## config.mk

```make
export PLATFORM = sky130hd
export DESIGN_NAME = vx_operands_lane_serializer
export DESIGN_NICKNAME = d
export VERILOG_FILES = /design/src/rtl/vx_operands_lane_serializer_pkg.sv /design/src/rtl/vx_lane_batch_picker.sv /design/src/rtl/vx_operands_lane_serializer.sv
export SDC_FILE = /design/constraint.sdc
export NUM_CORES = 1
export LEC_CHECK = 0
export CORE_AREA = 2 2 318 320
export CTS_CLUSTER_SIZE = 40
export DETAILED_ROUTE_END_ITERATION = 6
export DIE_AREA = 0 0 320 322
export DONT_BUFFER_PORTS = 1
export GPL_ROUTABILITY_DRIVEN = 0
export GPL_TIMING_DRIVEN = 0
export SYNTH_ARGS = -nofsm -noshare
export SYNTH_HDL_FRONTEND = slang
export SYNTH_SLANG_ARGS = --single-unit
```

## constraint.sdc

```tcl
create_clock -name clk -period 6.4 [get_ports clk]
set_clock_uncertainty 0.05 [all_clocks]
set_input_delay 0.96 -clock clk [delete_from_list [all_inputs] [get_ports clk]]
set_output_delay 0.96 -clock clk [all_outputs]
set_load 0.03 [all_outputs]
```

## src/rtl/vx_operands_lane_serializer_pkg.sv

```systemverilog
// rtl/vx_operands_lane_serializer_pkg.sv - shared operand packet types and widths
//
// Purpose: operand packet header layout, default full-warp (data_t) and
//   per-beat (lane_data_t) packet types, their widths, and width helpers
//   used to size parameterised ports.
// Ports: none (package).
package vx_operands_lane_serializer_pkg;

  localparam int XLEN          = 32;
  localparam int NUM_THREADS   = 4;
  localparam int NUM_LANES_DEF = 2;

  typedef struct packed {
    logic [31:0] uuid;
    logic [1:0]  wis;
    logic [31:0] pc;
    logic [2:0]  ex_type;
    logic [3:0]  op_type;
    logic [2:0]  op_mod;
    logic        wb;
    logic        use_pc;
    logic        use_imm;
    logic [31:0] imm;
    logic [4:0]  rd;
    logic        is_branch;
  } hdr_t;

  localparam int HDR_W = $bits(hdr_t);

  typedef struct packed {
    hdr_t                              hdr;
    logic [NUM_THREADS-1:0]            tmask;
    logic [NUM_THREADS-1:0][XLEN-1:0]  rs1;
    logic [NUM_THREADS-1:0][XLEN-1:0]  rs2;
    logic [NUM_THREADS-1:0][XLEN-1:0]  rs3;
  } data_t;

  typedef struct packed {
    hdr_t                                hdr;
    logic [NUM_LANES_DEF-1:0]            tmask;
    logic [NUM_LANES_DEF-1:0][XLEN-1:0]  rs1;
    logic [NUM_LANES_DEF-1:0][XLEN-1:0]  rs2;
    logic [NUM_LANES_DEF-1:0][XLEN-1:0]  rs3;
  } lane_data_t;

  localparam int OPS_DATAW  = $bits(data_t);
  localparam int LANE_DATAW = $bits(lane_data_t);

  // Packet width for an arbitrary thread/lane count (header + tmask + 3 regs).
  function automatic int ops_dataw(input int threads);
    return HDR_W + threads * (1 + 3 * XLEN);
  endfunction

  function automatic int pid_w(input int batches);
    return (batches <= 1) ? 1 : $clog2(batches);
  endfunction

endpackage

```

## src/rtl/vx_lane_batch_picker.sv

```systemverilog
// rtl/vx_lane_batch_picker.sv - lowest-pending-batch selector
//
// Purpose: combinational pick of the next batch to emit from a pending mask.
// Ports:
//   i_pending  BATCHES  batches still to emit
//   o_pid      PID_W    index of the lowest set bit (0 when mask empty)
//   o_onehot   BATCHES  one-hot of the selected batch
//   o_is_last  1        selected batch is the only one left
module vx_lane_batch_picker
  import vx_operands_lane_serializer_pkg::*;
#(
  parameter int BATCHES = 2,
  parameter int PID_W   = pid_w(BATCHES)
) (
  input  logic [BATCHES-1:0] i_pending,
  output logic [PID_W-1:0]   o_pid,
  output logic [BATCHES-1:0] o_onehot,
  output logic               o_is_last
);

  logic w_found;

  always_comb begin
    o_pid    = '0;
    o_onehot = '0;
    w_found  = 1'b0;
    for (int b = 0; b < BATCHES; b++) begin
      if (i_pending[b] && !w_found) begin
        o_onehot[b] = 1'b1;
        o_pid       = b[PID_W-1:0];
        w_found     = 1'b1;
      end
    end
    // Last beat when nothing remains once the selected batch is removed.
    o_is_last = w_found && ((i_pending & ~o_onehot) == '0);
  end

endmodule

```

## src/rtl/vx_operands_lane_serializer.sv

```systemverilog
// rtl/vx_operands_lane_serializer.sv - full-warp operand packet to lane-beat serializer
//
// Purpose: buffers one operand packet and replays it as NUM_LANES-wide beats,
//   skipping batches whose tmask slice is zero. An all-zero tmask still emits
//   one empty beat (pid 0) so downstream bookkeeping completes.
// Ports:
//   clk, reset_n                 clock, async active-low reset
//   in_valid/in_data/in_ready    full-warp operand packet input
//   out_valid/out_data/out_ready lane beat output
//   out_pid, out_sop, out_eop    batch index, first/last beat of packet
module vx_operands_lane_serializer
  import vx_operands_lane_serializer_pkg::*;
#(
  parameter  int THREAD_CNT = NUM_THREADS,
  parameter  int NUM_LANES  = NUM_LANES_DEF,
  localparam int BATCHES    = THREAD_CNT / NUM_LANES,
  localparam int PID_W      = pid_w(BATCHES),
  localparam int IN_W       = ops_dataw(THREAD_CNT),
  localparam int OUT_W      = ops_dataw(NUM_LANES)
) (
  input  logic             clk,
  input  logic             reset_n,
  input  logic             in_valid,
  input  logic [IN_W-1:0]  in_data,
  output logic             in_ready,
  output logic             out_valid,
  output logic [OUT_W-1:0] out_data,
  output logic [PID_W-1:0] out_pid,
  output logic             out_sop,
  output logic             out_eop,
  input  logic             out_ready
);

  typedef struct packed {
    hdr_t                             hdr;
    logic [THREAD_CNT-1:0]            tmask;
    logic [THREAD_CNT-1:0][XLEN-1:0]  rs1;
    logic [THREAD_CNT-1:0][XLEN-1:0]  rs2;
    logic [THREAD_CNT-1:0][XLEN-1:0]  rs3;
  } pkt_t;

  typedef struct packed {
    hdr_t                            hdr;
    logic [NUM_LANES-1:0]            tmask;
    logic [NUM_LANES-1:0][XLEN-1:0]  rs1;
    logic [NUM_LANES-1:0][XLEN-1:0]  rs2;
    logic [NUM_LANES-1:0][XLEN-1:0]  rs3;
  } lane_t;

  typedef enum logic {ST_IDLE, ST_SEND} state_e;

  state_e             r_state;
  state_e             w_state_nxt;
  pkt_t               r_buf;
  logic [BATCHES-1:0] r_pending;
  logic               r_sop;

  pkt_t               w_in;
  logic               w_fire;
  logic               w_accept;
  logic               w_last;
  logic [PID_W-1:0]   w_pid;
  logic [BATCHES-1:0] w_onehot;
  logic [BATCHES-1:0] w_in_slices;
  logic [BATCHES-1:0] w_in_pending;
  lane_t              w_slice [BATCHES];
  lane_t              w_lane;

  assign w_in = pkt_t'(in_data);

  vx_lane_batch_picker #(
    .BATCHES (BATCHES),
    .PID_W   (PID_W)
  ) u_picker (
    .i_pending (r_pending),
    .o_pid     (w_pid),
    .o_onehot  (w_onehot),
    .o_is_last (w_last)
  );

  for (genvar b = 0; b < BATCHES; b++) begin : g_batch
    assign w_in_slices[b] = |w_in.tmask[b*NUM_LANES +: NUM_LANES];
    assign w_slice[b] = '{
      hdr:   r_buf.hdr,
      tmask: r_buf.tmask[b*NUM_LANES +: NUM_LANES],
      rs1:   r_buf.rs1[b*NUM_LANES +: NUM_LANES],
      rs2:   r_buf.rs2[b*NUM_LANES +: NUM_LANES],
      rs3:   r_buf.rs3[b*NUM_LANES +: NUM_LANES]
    };
  end

  // An empty warp still needs one (empty) beat, carried on batch 0.
  always_comb begin
    w_in_pending = w_in_slices;
    if (w_in_slices == '0) w_in_pending[0] = 1'b1;
  end

  always_comb begin
    w_lane = '0;
    for (int b = 0; b < BATCHES; b++) begin
      if (w_onehot[b]) w_lane = w_slice[b];
    end
  end

  assign out_data = w_lane;
  assign out_pid  = w_pid;
  assign out_sop  = r_sop;
  assign out_eop  = w_last;

  always_ff @(posedge clk or negedge reset_n) begin
    if (!reset_n) r_state <= ST_IDLE;
    else          r_state <= w_state_nxt;
  end

  always_comb begin
    w_state_nxt = r_state;
    in_ready    = 1'b1;
    out_valid   = 1'b0;
    w_fire      = 1'b0;
    w_accept    = 1'b0;
    case (r_state)
      ST_IDLE: begin
        w_accept = in_valid;
        if (in_valid) w_state_nxt = ST_SEND;
      end
      ST_SEND: begin
        out_valid = 1'b1;
        w_fire    = out_ready;
        // The buffer frees up in the same cycle its last beat leaves.
        in_ready  = out_ready && w_last;
        w_accept  = in_valid && in_ready;
        if (w_fire && w_last && !in_valid) w_state_nxt = ST_IDLE;
      end
      default: w_state_nxt = ST_IDLE;
    endcase
  end

  always_ff @(posedge clk or negedge reset_n) begin
    if (!reset_n) begin
      r_buf     <= '0;
      r_pending <= '0;
      r_sop     <= 1'b0;
    end else if (w_accept) begin
      r_buf     <= w_in;
      r_pending <= w_in_pending;
      r_sop     <= 1'b1;
    end else if (w_fire) begin
      r_pending <= r_pending & ~w_onehot;
      r_sop     <= 1'b0;
    end
  end

endmodule
```

==> flow_results.xml <==
<?xml version="1.0" encoding="UTF-8"?>
<metrics>
  <group name="outcome">
    <metric name="outcome" unit="">completed</metric>
  </group>
  <group name="drt">
    <metric name="detailroute.wirelength.met2" unit="µm">38310</metric>
    <metric name="routedLengthMet1" unit="µm">29050</metric>
    <metric name="postRouteAntennaNets" unit="">0</metric>
    <metric name="avgRoutedWirePerCell" unit="µm">27.05</metric>
    <metric name="detailedRoute.firstIterationViolations" unit="">756</metric>
    <metric name="route.met3.wl" unit="µm">6289</metric>
    <metric name="wirelength" unit="µm">77880</metric>
    <metric name="post-route-drc-count" unit="">0</metric>
    <metric name="drt_pass_1_iters" unit="">5</metric>
    <metric name="top_signal_layer_used" unit="">met5</metric>
    <metric name="vias" unit="">13080</metric>
    <metric name="route.detailed.vias_per_inst" unit="">4.543</metric>
  </group>
  <group name="run">
    <metric name="max_cap_viol_count" unit="">0</metric>
  </group>
  <group name="worst_setup_path">
    <metric name="cp_common_cell" unit="">buf_2</metric>
    <metric name="worst-endpoint-arrival" unit="ns">4.01</metric>
    <metric name="worst-setup-path-type" unit="">register to primary output</metric>
    <metric name="cp_top_family" unit="">buffers and inverters</metric>
    <metric name="critical-path-max-stage-delay" unit="ns">0.62</metric>
    <metric name="worst_ep_required_time" unit="ns">5.39</metric>
    <metric name="startpoint_type" unit="">register</metric>
    <metric name="crit_path_top_delay_cell" unit="">buf_2</metric>
    <metric name="worstPathCellList" unit="">inv_1 &gt; ha_1 &gt; buf_2 &gt; nor2_1 &gt; buf_2 &gt; buf_2 &gt; a22o_1</metric>
    <metric name="worstPathBufferInverterCount" unit="">4</metric>
    <metric name="worstSetupEndpointType" unit="">primary output</metric>
    <metric name="max_fanout_on_critical_path" unit="">10</metric>
  </group>
  <group name="global_route">
    <metric name="grt_pass1_wl" unit="µm">107800</metric>
    <metric name="track_usage" unit="%">14.41</metric>
    <metric name="grt_start_max_net_pins" unit="">191</metric>
    <metric name="grt_overflow_total" unit="">0</metric>
    <metric name="first_global_vias" unit="">14395</metric>
    <metric name="grt_antenna_before_repair" unit="">15</metric>
  </group>
  <group name="sta">
    <metric name="period_needed" unit="ns">5.022</metric>
    <metric name="min_period_over_period" unit="%">78.48</metric>
    <metric name="final-setup-viol-count" unit="">0</metric>
    <metric name="setup_repair_after_global_routing_missed_its_margin" unit="">false</metric>
    <metric name="hold_slack" unit="ns">0.1215</metric>
    <metric name="fmaxAchievable" unit="GHz">0.1991</metric>
    <metric name="timing_hold_violations_final" unit="">0</metric>
    <metric name="setup-tns-final" unit="ns">0</metric>
    <metric name="timing.slew.headroom" unit="%">8.364</metric>
    <metric name="tightest_slew" unit="ns">1.360</metric>
    <metric name="timing_max_transition_violations_final" unit="">0</metric>
  </group>
  <group name="pwr">
    <metric name="report.power.total" unit="mW">17.03</metric>
    <metric name="power.leakage" unit="nW">11.91</metric>
    <metric name="powerDensity" unit="nW/µm²">622.5</metric>
    <metric name="power.ir.vdd_worst" unit="mV">0.3079</metric>
  </group>
  <group name="clock_tree">
    <metric name="clock_root_buffer" unit="">clkbuf_16</metric>
    <metric name="h_tree_levels" unit="">2</metric>
    <metric name="post-cts-setup-buffer-count" unit="">0</metric>
    <metric name="cts-root-to-sink-buffers" unit="">3</metric>
    <metric name="cts-hold-fix-buffers" unit="">6</metric>
    <metric name="worst_setup_hold_path_clk_slew" unit="ns">0.06</metric>
    <metric name="cts_tree" unit="">yes</metric>
    <metric name="clock_sink_count" unit="">509</metric>
    <metric name="ctsResizeCount" unit="">0</metric>
    <metric name="cts-buffers-inserted" unit="">57</metric>
    <metric name="clock_insertion_delay_worst_skew" unit="ns">0.62</metric>
  </group>
  <group name="yosys">
    <metric name="synth_area" unit="µm²">23620</metric>
    <metric name="synthMostInstantiatedCell" unit="">dfrtp_1</metric>
    <metric name="synth-edff-count" unit="">0</metric>
    <metric name="synth.cells.most_frequent" unit="">dfrtp_1 (509), mux2_4 (470), a22o_1 (194)</metric>
    <metric name="synthDistinctLibCells" unit="">25</metric>
    <metric name="ys_warn_count" unit="">0</metric>
    <metric name="syn-num-nets" unit="">1971</metric>
    <metric name="synth_ff_type" unit="">dfrtp_1</metric>
    <metric name="syn-mean-instance-area" unit="µm²">16.17</metric>
    <metric name="synth_seq_area_share" unit="%">53.94</metric>
    <metric name="yosysTopAreaCell" unit="">dfrtp_1</metric>
    <metric name="instance_count_of_the_mapped_netlist" unit="">1460</metric>
    <metric name="top_area_cell_type_share_of_the_netlist_area" unit="%">53.94</metric>
    <metric name="synth_async_sr_flop_share" unit="%">100.0</metric>
    <metric name="postSynthRegisterBits" unit="">509</metric>
    <metric name="synth.top_cells.by_area" unit="">dfrtp_1 (54%), mux2_4 (30%), a22o_1 (7.2%), nor2b_1 (3.0%), buf_6 (2.5%)</metric>
  </group>
  <group name="placed_design">
    <metric name="dp_hpwl" unit="µm">58150</metric>
    <metric name="numPortBuffers" unit="">0</metric>
    <metric name="placedCellCount" unit="">2758</metric>
  </group>
  <group name="die">
    <metric name="die_w" unit="µm">320</metric>
    <metric name="num_io_pins" unit="">825</metric>
    <metric name="core-area" unit="µm²">99570</metric>
    <metric name="placementRows" unit="">116</metric>
    <metric name="initial_core_utilization" unit="%">23.72</metric>
    <metric name="die_h" unit="µm">322</metric>
    <metric name="die_area" unit="µm²">103000</metric>
  </group>
  <group name="cells_and_area">
    <metric name="post_route_cells_drive_above_1_share" unit="%">42.83</metric>
    <metric name="area_delta_synth_final" unit="%">15.86</metric>
    <metric name="utilization" unit="%">27.48</metric>
    <metric name="layout_fillers" unit="">9970</metric>
    <metric name="finalNonFillerCells" unit="">2879</metric>
    <metric name="design.final.nets" unit="">2036</metric>
  </group>
  <group name="hold_path">
    <metric name="timing.hold.worst.class" unit="">input port to async pin</metric>
  </group>
</metrics>
path summary, 6_finish.rpt:
| path | start | to | slack [ns] | cells past startpoint |
|---|---|---|---|---|
| worst max-delay path | r_pending[0] | out_data[191] | 1.38 | 7 |
| worst min-delay path | reset_n | r_buf[32] | 0.12 | 1 |
| worst max register to register | r_pending[0] | r_buf[393] | 3.82 | 8 |
| worst min register to register | r_buf[477] | r_buf[477] | 0.43 | 1 |
| max in group asynchronous | reset_n | r_buf[458] | 4.94 | 1 |
| min in group clk | in_valid | r_state | 0.41 | 1 |
layout by cell type (no fill, tap or decap), types with 2 or more instances in the layout:
cell type	n
dlygate4sd3_1	2
a22o_1	194
mux2_4	470
o21ai_0	2
buf_2	21
clkinvlp_4	6
dfrtp_1	509
ha_1	2
diode_2	12
clkbuf_16	57
clkinv_2	10
nor2_1	3
mux2_1	9
nand2_1	3
and2b_1	4
inv_6	3
clkbuf_1	44
inv_1	4
mux2_2	26
buf_6	53
buf_16	3
clkbuf_8	7
nor2b_1	114
bufinv_16	9
through the flow:
stage | setup slack [ns] | instance area [µm²]
finish | 1.378 | 27360
global route | 1.084 | 27360
CTS | 1.115 | 27330
detailed placement | 1.837 | 25240
global placement | 1.621 | 25240
floorplan | 3.394 | 23620
area by class of cell:
class / count / area (µm²) / area share (%)
antenna: 12 / 30.03 / 0.1097
clock buffer: 73 / 1556 / 5.689
inverter: 5 / 18.77 / 0.06859
buffer: 111 / 845.8 / 3.091
timing repair buffer: 6 / 122.6 / 0.4481
multi-input combinational: 835 / 10010 / 36.60
sequential: 509 / 12740 / 46.55
clock inverter: 30 / 411.6 / 1.504
tap: 1298 / 1624 / 5.936
per-layer routing:
metal,global-route usage [%],vias up
met1,16.11,6782
met5,0,-
li1,-,5424
met3,4.741,182
met4,8.013,4
met2,24.16,688
sequential cells by signal, summed over array words and instances, names as in the netlist:
signal / flops
r_buf: 505
r_pending: 2
out_sop: 1
r_state: 1
kinds of logic (layout without fill, tap and decap cells):
group / after synthesis / in the layout / share of synthesized area (%)
fa+ha+maj: 2 / 2 / 0.1059
simple gates: 127 / 127 / 3.338
compound gates: 200 / 200 / 7.370
flops: 509 / 509 / 53.94
mux: 506 / 506 / 31.59
buf+inv: 116 / 225 / 3.656
other cells: 0 / 12 / 0
where the power goes:
part           total (mW)  internal (mW)  leakage, nW  switching, mW
clock                3.46           2.08        0.954           1.38
combinational        7.54           3.54         4.92           4.00
sequential           6.04           4.90         6.03           1.14
total                17.0           10.5         11.9           6.51
Power figures use the tool's default switching activity.
